File: config.mk
export PLATFORM = sky130hd
export DESIGN_NAME = io_input_wait_ctrl
export DESIGN_NICKNAME = d
export VERILOG_FILES = /design/src/rtl/io_ctrl_pkg.sv /design/src/rtl/button_debouncer.sv /design/src/rtl/io_input_wait_ctrl.sv
export SDC_FILE = /design/constraint.sdc
export NUM_CORES = 1
export LEC_CHECK = 0
export ABC_AREA = 1
export BUFFER_PORTS_ARGS = -buffer_cell sky130_fd_sc_hd__buf_2
export CAP_MARGIN = 20
export CORE_MARGIN = 1
export CORE_UTILIZATION = 23
export CTS_CLUSTER_DIAMETER = 200
export DETAILED_ROUTE_END_ITERATION = 6
export SYNTH_ARGS = -nofsm -noshare
export SYNTH_HDL_FRONTEND = slang
export SYNTH_SLANG_ARGS = --single-unit
export TNS_END_PERCENT = 5
File: constraint.sdc
create_clock -name clk -period 4.8 [get_ports clk]
set_clock_uncertainty 0.05 [all_clocks]
set_input_delay 0.48 -clock clk [delete_from_list [all_inputs] [get_ports clk]]
set_output_delay 0.48 -clock clk [all_outputs]
set_load 0.05 [all_outputs]
File: src/rtl/io_ctrl_pkg.sv
// Shared constants for the board I/O controller: default bus addresses,
// read-FSM states and the hex-to-seven-segment table.
package io_ctrl_pkg;

    localparam logic [31:0] IN_ADDR_DEF  = 32'hFFFF_FC70;
    localparam logic [31:0] OUT_ADDR_DEF = 32'hFFFF_FC60;

    typedef enum logic [1:0] {
        IDLE       = 2'd0,
        WAIT_PRESS = 2'd1,
        DONE       = 2'd2
    } rd_state_e;

    // Segment order {a,b,c,d,e,f,g,dp}, active-high, dp always off
    localparam logic [7:0] HEX_SEG [16] = '{
        8'hFC, 8'h60, 8'hDA, 8'hF2, 8'h66, 8'hB6, 8'hBE, 8'hE0,
        8'hFE, 8'hF6, 8'hEE, 8'h3E, 8'h9C, 8'h7A, 8'h9E, 8'h8E
    };

    function automatic logic [7:0] hex_to_seg(input logic [3:0] nib);
        return HEX_SEG[nib];
    endfunction

endpackage

File: src/rtl/button_debouncer.sv
// Synchronises an asynchronous push-button, debounces it and emits a single
// cycle pulse on each debounced press.
module button_debouncer #(
    parameter int unsigned DEBOUNCE_CYCLES = 20
) (
    input  logic clk,
    input  logic reset,
    input  logic i_btn,
    output logic o_press
);

    localparam int unsigned CNT_W = (DEBOUNCE_CYCLES > 1) ? $clog2(DEBOUNCE_CYCLES + 1) : 1;

    logic             r_sync1;
    logic             r_sync2;
    logic             r_level;
    logic             r_press;
    logic [CNT_W-1:0] r_cnt;
    logic             w_differ;
    logic             w_expire;

    assign w_differ = (r_sync2 != r_level);
    assign w_expire = w_differ && (r_cnt == CNT_W'(DEBOUNCE_CYCLES - 1));

    // Level follows the synchronised input only after an unbroken run of disagreement
    always_ff @(posedge clk) begin
        if (reset) begin
            r_sync1 <= 1'b0;
            r_sync2 <= 1'b0;
            r_level <= 1'b0;
            r_press <= 1'b0;
            r_cnt   <= '0;
        end else begin
            r_sync1 <= i_btn;
            r_sync2 <= r_sync1;
            r_press <= w_expire && !r_level;
            if (w_expire) begin
                r_level <= ~r_level;
                r_cnt   <= '0;
            end else if (w_differ) begin
                r_cnt   <= r_cnt + 1'b1;
            end else begin
                r_cnt   <= '0;
            end
        end
    end

    assign o_press = r_press;

endmodule

File: src/rtl/io_input_wait_ctrl.sv
// Memory-mapped switch/button/seven-segment controller: input loads stall the
// CPU until enter is pressed, display stores update a scanned 8-digit register.
module io_input_wait_ctrl
    import io_ctrl_pkg::*;
#(
    parameter int unsigned DEBOUNCE_CYCLES = 20,
    parameter int unsigned SCAN_DIV        = 4,
    parameter logic [31:0] IN_ADDR         = IN_ADDR_DEF,
    parameter logic [31:0] OUT_ADDR        = OUT_ADDR_DEF
) (
    input  logic        clk,
    input  logic        reset,
    input  logic [15:0] switchInput,
    input  logic        enter,
    input  logic [31:0] mem_addr,
    input  logic        io_read,
    input  logic        io_write,
    input  logic [31:0] write_data,
    output logic [31:0] read_data,
    output logic        stall,
    output logic [7:0]  tubSel,
    output logic [7:0]  seg_led1234,
    output logic [7:0]  seg_led5678
);

    localparam int unsigned DIV_W = (SCAN_DIV > 1) ? $clog2(SCAN_DIV) : 1;

    rd_state_e        r_state;
    rd_state_e        w_next;
    logic [15:0]      r_in;
    logic [31:0]      r_disp;
    logic [DIV_W-1:0] r_div;
    logic [1:0]       r_idx;
    logic             w_press;
    logic             w_in_hit;
    logic             w_out_hit;
    logic             w_capture;
    logic [3:0]       w_left_nib;
    logic [3:0]       w_right_nib;
    logic [3:0]       w_onehot;

    button_debouncer #(
        .DEBOUNCE_CYCLES(DEBOUNCE_CYCLES)
    ) u_enter_db (
        .clk    (clk),
        .reset  (reset),
        .i_btn  (enter),
        .o_press(w_press)
    );

    assign w_in_hit  = io_read  && (mem_addr == IN_ADDR);
    assign w_out_hit = io_write && (mem_addr == OUT_ADDR);

    always_ff @(posedge clk) begin
        if (reset) begin
            r_state <= IDLE;
        end else begin
            r_state <= w_next;
        end
    end

    // Stall is raised in the same cycle as the load so the CPU never advances past it
    always_comb begin
        w_next    = r_state;
        stall     = 1'b0;
        read_data = '0;
        w_capture = 1'b0;
        unique case (r_state)
            IDLE: begin
                if (w_in_hit) begin
                    stall  = 1'b1;
                    w_next = WAIT_PRESS;
                end
            end
            WAIT_PRESS: begin
                stall = 1'b1;
                if (w_press) begin
                    w_capture = 1'b1;
                    w_next    = DONE;
                end
            end
            DONE: begin
                read_data = {16'b0, r_in};
                w_next    = IDLE;
            end
            default: begin
                w_next = IDLE;
            end
        endcase
    end

    always_ff @(posedge clk) begin
        if (reset) begin
            r_in   <= '0;
            r_disp <= '0;
        end else begin
            if (w_capture) begin
                r_in <= switchInput;
            end
            if (w_out_hit) begin
                r_disp <= write_data;
            end
        end
    end

    always_ff @(posedge clk) begin
        if (reset) begin
            r_div <= '0;
            r_idx <= '0;
        end else if (r_div == DIV_W'(SCAN_DIV - 1)) begin
            r_div <= '0;
            r_idx <= r_idx + 2'd1;
        end else begin
            r_div <= r_div + 1'b1;
        end
    end

    // Index 0 drives the leftmost digit of each group with the most significant nibble
    always_comb begin
        w_left_nib  = r_disp[31:28];
        w_right_nib = r_disp[15:12];
        case (r_idx)
            2'd1: begin
                w_left_nib  = r_disp[27:24];
                w_right_nib = r_disp[11:8];
            end
            2'd2: begin
                w_left_nib  = r_disp[23:20];
                w_right_nib = r_disp[7:4];
            end
            2'd3: begin
                w_left_nib  = r_disp[19:16];
                w_right_nib = r_disp[3:0];
            end
            default: begin
                w_left_nib  = r_disp[31:28];
                w_right_nib = r_disp[15:12];
            end
        endcase
    end

    assign w_onehot    = 4'(4'b1000 >> r_idx);
    assign tubSel      = {w_onehot, w_onehot};
    assign seg_led1234 = hex_to_seg(w_left_nib);
    assign seg_led5678 = hex_to_seg(w_right_nib);

endmodule

==> flow_metrics.tcl <==
set metrics [dict create \
    finalPower_mw 1.46 \
    min_period_ns 3.34 \
    synth.avg_cell_area_um2 6.36 \
    path_class "flop to output port" \
    crit_path_start_kind "flop" \
    clk_path_buf_depth 2 \
    clk_latency_ns 0.32 \
    start_util_pct 23.7 \
    drive_gt1_share_pct 22.9 \
    min_from "enter" \
    synth.largest_area_cell "dfxtp_1" \
    cp_max_fo 11 \
    crit_path_end_kind "output port" \
    cts_resized 0 \
    yosysUniqueCellTypes 31 \
    io-pin-count 142 \
    final_common_cell "nand2_1" \
    synthesis.area_mm2 0.00362 \
    io_buffers 123 \
    synth-seq-cells 63 \
    crit_family "buffers and inverters" \
    htreeDepth 3 \
    outcome "completed" \
    path_common_cell "inv_1" \
    cp_slowest_cell "ha_1" \
    grt_pass1_vias 3105 \
    final_cell_mix "nand2_1, buf_2, nor2_1, inv_1, dfxtp_1" \
    required_ns 4.27 \
    dr.pass1.iters 4 \
    drt_iter0_markers 92 \
    placed_cells 881 \
    setup_tns_ns 0 \
    synthTopCellsByArea "dfxtp_1, nand2_1, nor2_1, inv_1, ha_1" \
    crit_chain "inv_1, ha_1, clkinv_2, o22ai_2, inv_1, ha_1, nand3_1, nand2_1, inv_1, nand2_1, nand2_1, inv_1, buf_2" \
    ant_nets 0 \
    grt_overflow 0 \
    syn_inst 570 \
    numCtsBuffers 9 \
    clock-root-buffer "clkbuf_16" \
    whs_ns 0.319 \
    wl_per_cell_um 9.74 \
    seq_area_frac_synth_pct 34.8 \
    total_leakage_power_nw 2.41 \
    ctsHoldBuffers 0 \
    maxSlewViolCount 0 \
    die-area_mm2 0.0163 \
    fp.dieH_um 128 \
    final_cell_count_no_fill 897 \
    min_period_over_period_pct 69.6 \
    wl_um 8740 \
    nets 784 \
    fmax_mhz 299 \
    setup_viol 0 \
    vias_per_cell 3.78 \
    cellPowerDensity_mw_per_mm2 318 \
    grt_max_degree 65 \
    clk_transition_reported_paths_ns 0.05 \
    finalHoldViolCount 0 \
    hold_path_class "primary input to flop" \
    irDropWorstVdd_v 0.000150 \
    drcViolationCount 0 \
    placed_cell_area_mm2 0.00431 \
    row_count 45 \
    antenna_found_initial 4 \
    cp.arrival_ns 2.81 \
    worst_pin_slew_ns 0.828 \
    grt_pass1_wl_um 14400 \
    ys_warn_count 0 \
    r2r_start "r_state[0]" \
    core_area_mm2 0.0153 \
    startpoint "r_idx[0]" \
    dp_hpwl_um 6560 \
    cts_setup_buffers 0 \
    grtUsageTotal_pct 11.1 \
    place_congestion 0.788 \
    area_growth_syn_to_layout_pct 27.1 \
    dieWidth_um 128 \
    path_buf_inv 6 \
    slew_headroom_pct 44.8 \
    cap_violations 0 \
    final_cell_area_mm2 0.00461 \
    slowest_delay_ns 0.43 \
    grt_setup_unrepaired "false" \
    cts_tree "yes" \
    vias 3393 \
    synth_top_area_share_pct 34.8 \
    clock-sinks 63 \
]
==> tightest hold or removal path, cell delays in order <==
cell	delay, ns
buf_2	0.10
inv_1	0.04
nor2_1	0.03
==> registers in the layout, indices dropped and copies added (netlist names) <==
| register | cells |
|---|---|
| u_enter_db.r_sync1 | 1 |
| r_div | 2 |
| u_enter_db.r_sync2 | 1 |
| u_enter_db.r_cnt | 5 |
| u_enter_db.o_press | 1 |
| r_in | 16 |
| u_enter_db.r_level | 1 |
| r_disp | 32 |
| r_idx | 2 |
| r_state | 2 |
==> area by class of cell <==
class,instances,area [um2]
Antenna cell,1,2.50
Tap cell,211,264
Multi-Input combinational cell,401,1850
Sequential cell,63,1260
Clock inverter,4,45.0
Clock buffer,11,253
Fill cell,1750,10700
Timing Repair Buffer,124,623
Inverter,82,309
==> per-layer routing <==
metal | up-vias | track usage (%) | wire, um | part of all wire (%)
met3 | 13 | 4.02 | 648 | 7.4
met1 | 1397 | 13.5 | 4070 | 47
li1 | 1887 | - | - | -
met4 | 4 | 4.27 | 112 | 1.3
met5 | - | 0 | 26 | 0.30
met2 | 92 | 17.9 | 3880 | 44
==> metrics by stage <==
stage	utilization, %	setup slack [ns]
detailed placement	28.1	1.82
CTS	30.1	1.44
global placement	28.1	1.93
floorplan	-	1.45
finish	30.1	1.46
global route	30.1	1.20
==> cells in the mapped netlist <==
cell type and n:
ha_1 18, a21oi_2 2, nor3b_2 1, nor3_1 2, inv_2 4, o22ai_2 2
o211ai_1 1, nor2_2 2, xnor2_1 1, nor2_1 111, conb_1 1, o21ai_0 19
o21ai_2 2, nor4_1 1, dfxtp_1 63, nand2_2 2, nand2_1 171, a21oi_1 22
clkinv_2 1, nand3_1 14, o21ai_1 6, buf_6 3, inv_1 77, nor3b_1 1
xor2_1 2, nand3_4 1, buf_4 23, clkbuf_1 10, nor2_4 1, o21bai_1 1
buf_2 5
==> final timing paths <==
path / cells past startpoint / slack (ns) / to
worst max-delay path: 13 / 1.46 / seg_led1234[4]
worst min-delay path: 3 / 0.32 / u_enter_db.r_sync1
worst min register to register: 2 / 0.36 / u_enter_db.r_sync2
worst max register to register: 5 / 3.32 / r_in[5]
==> power by group <==
group,switching [mW],internal [mW],leakage (nW)
combinational,0.211,0.0761,1.75
clock,0.223,0.424,0.151
sequential,0.00237,0.527,0.508
total,0.436,1.03,2.41
==> cells by family after synthesis <==
kind of cell	share of synthesized area (%)
buffers and inverters	16.0
AND/OR/NAND/NOR	33.6
AO/OA/AOI/OAI	8.56
flip-flops	34.8
other	0.103
adder cells (fa/ha/maj)	6.22
XOR/XNOR	0.725
Power figures use the tool's default switching activity.
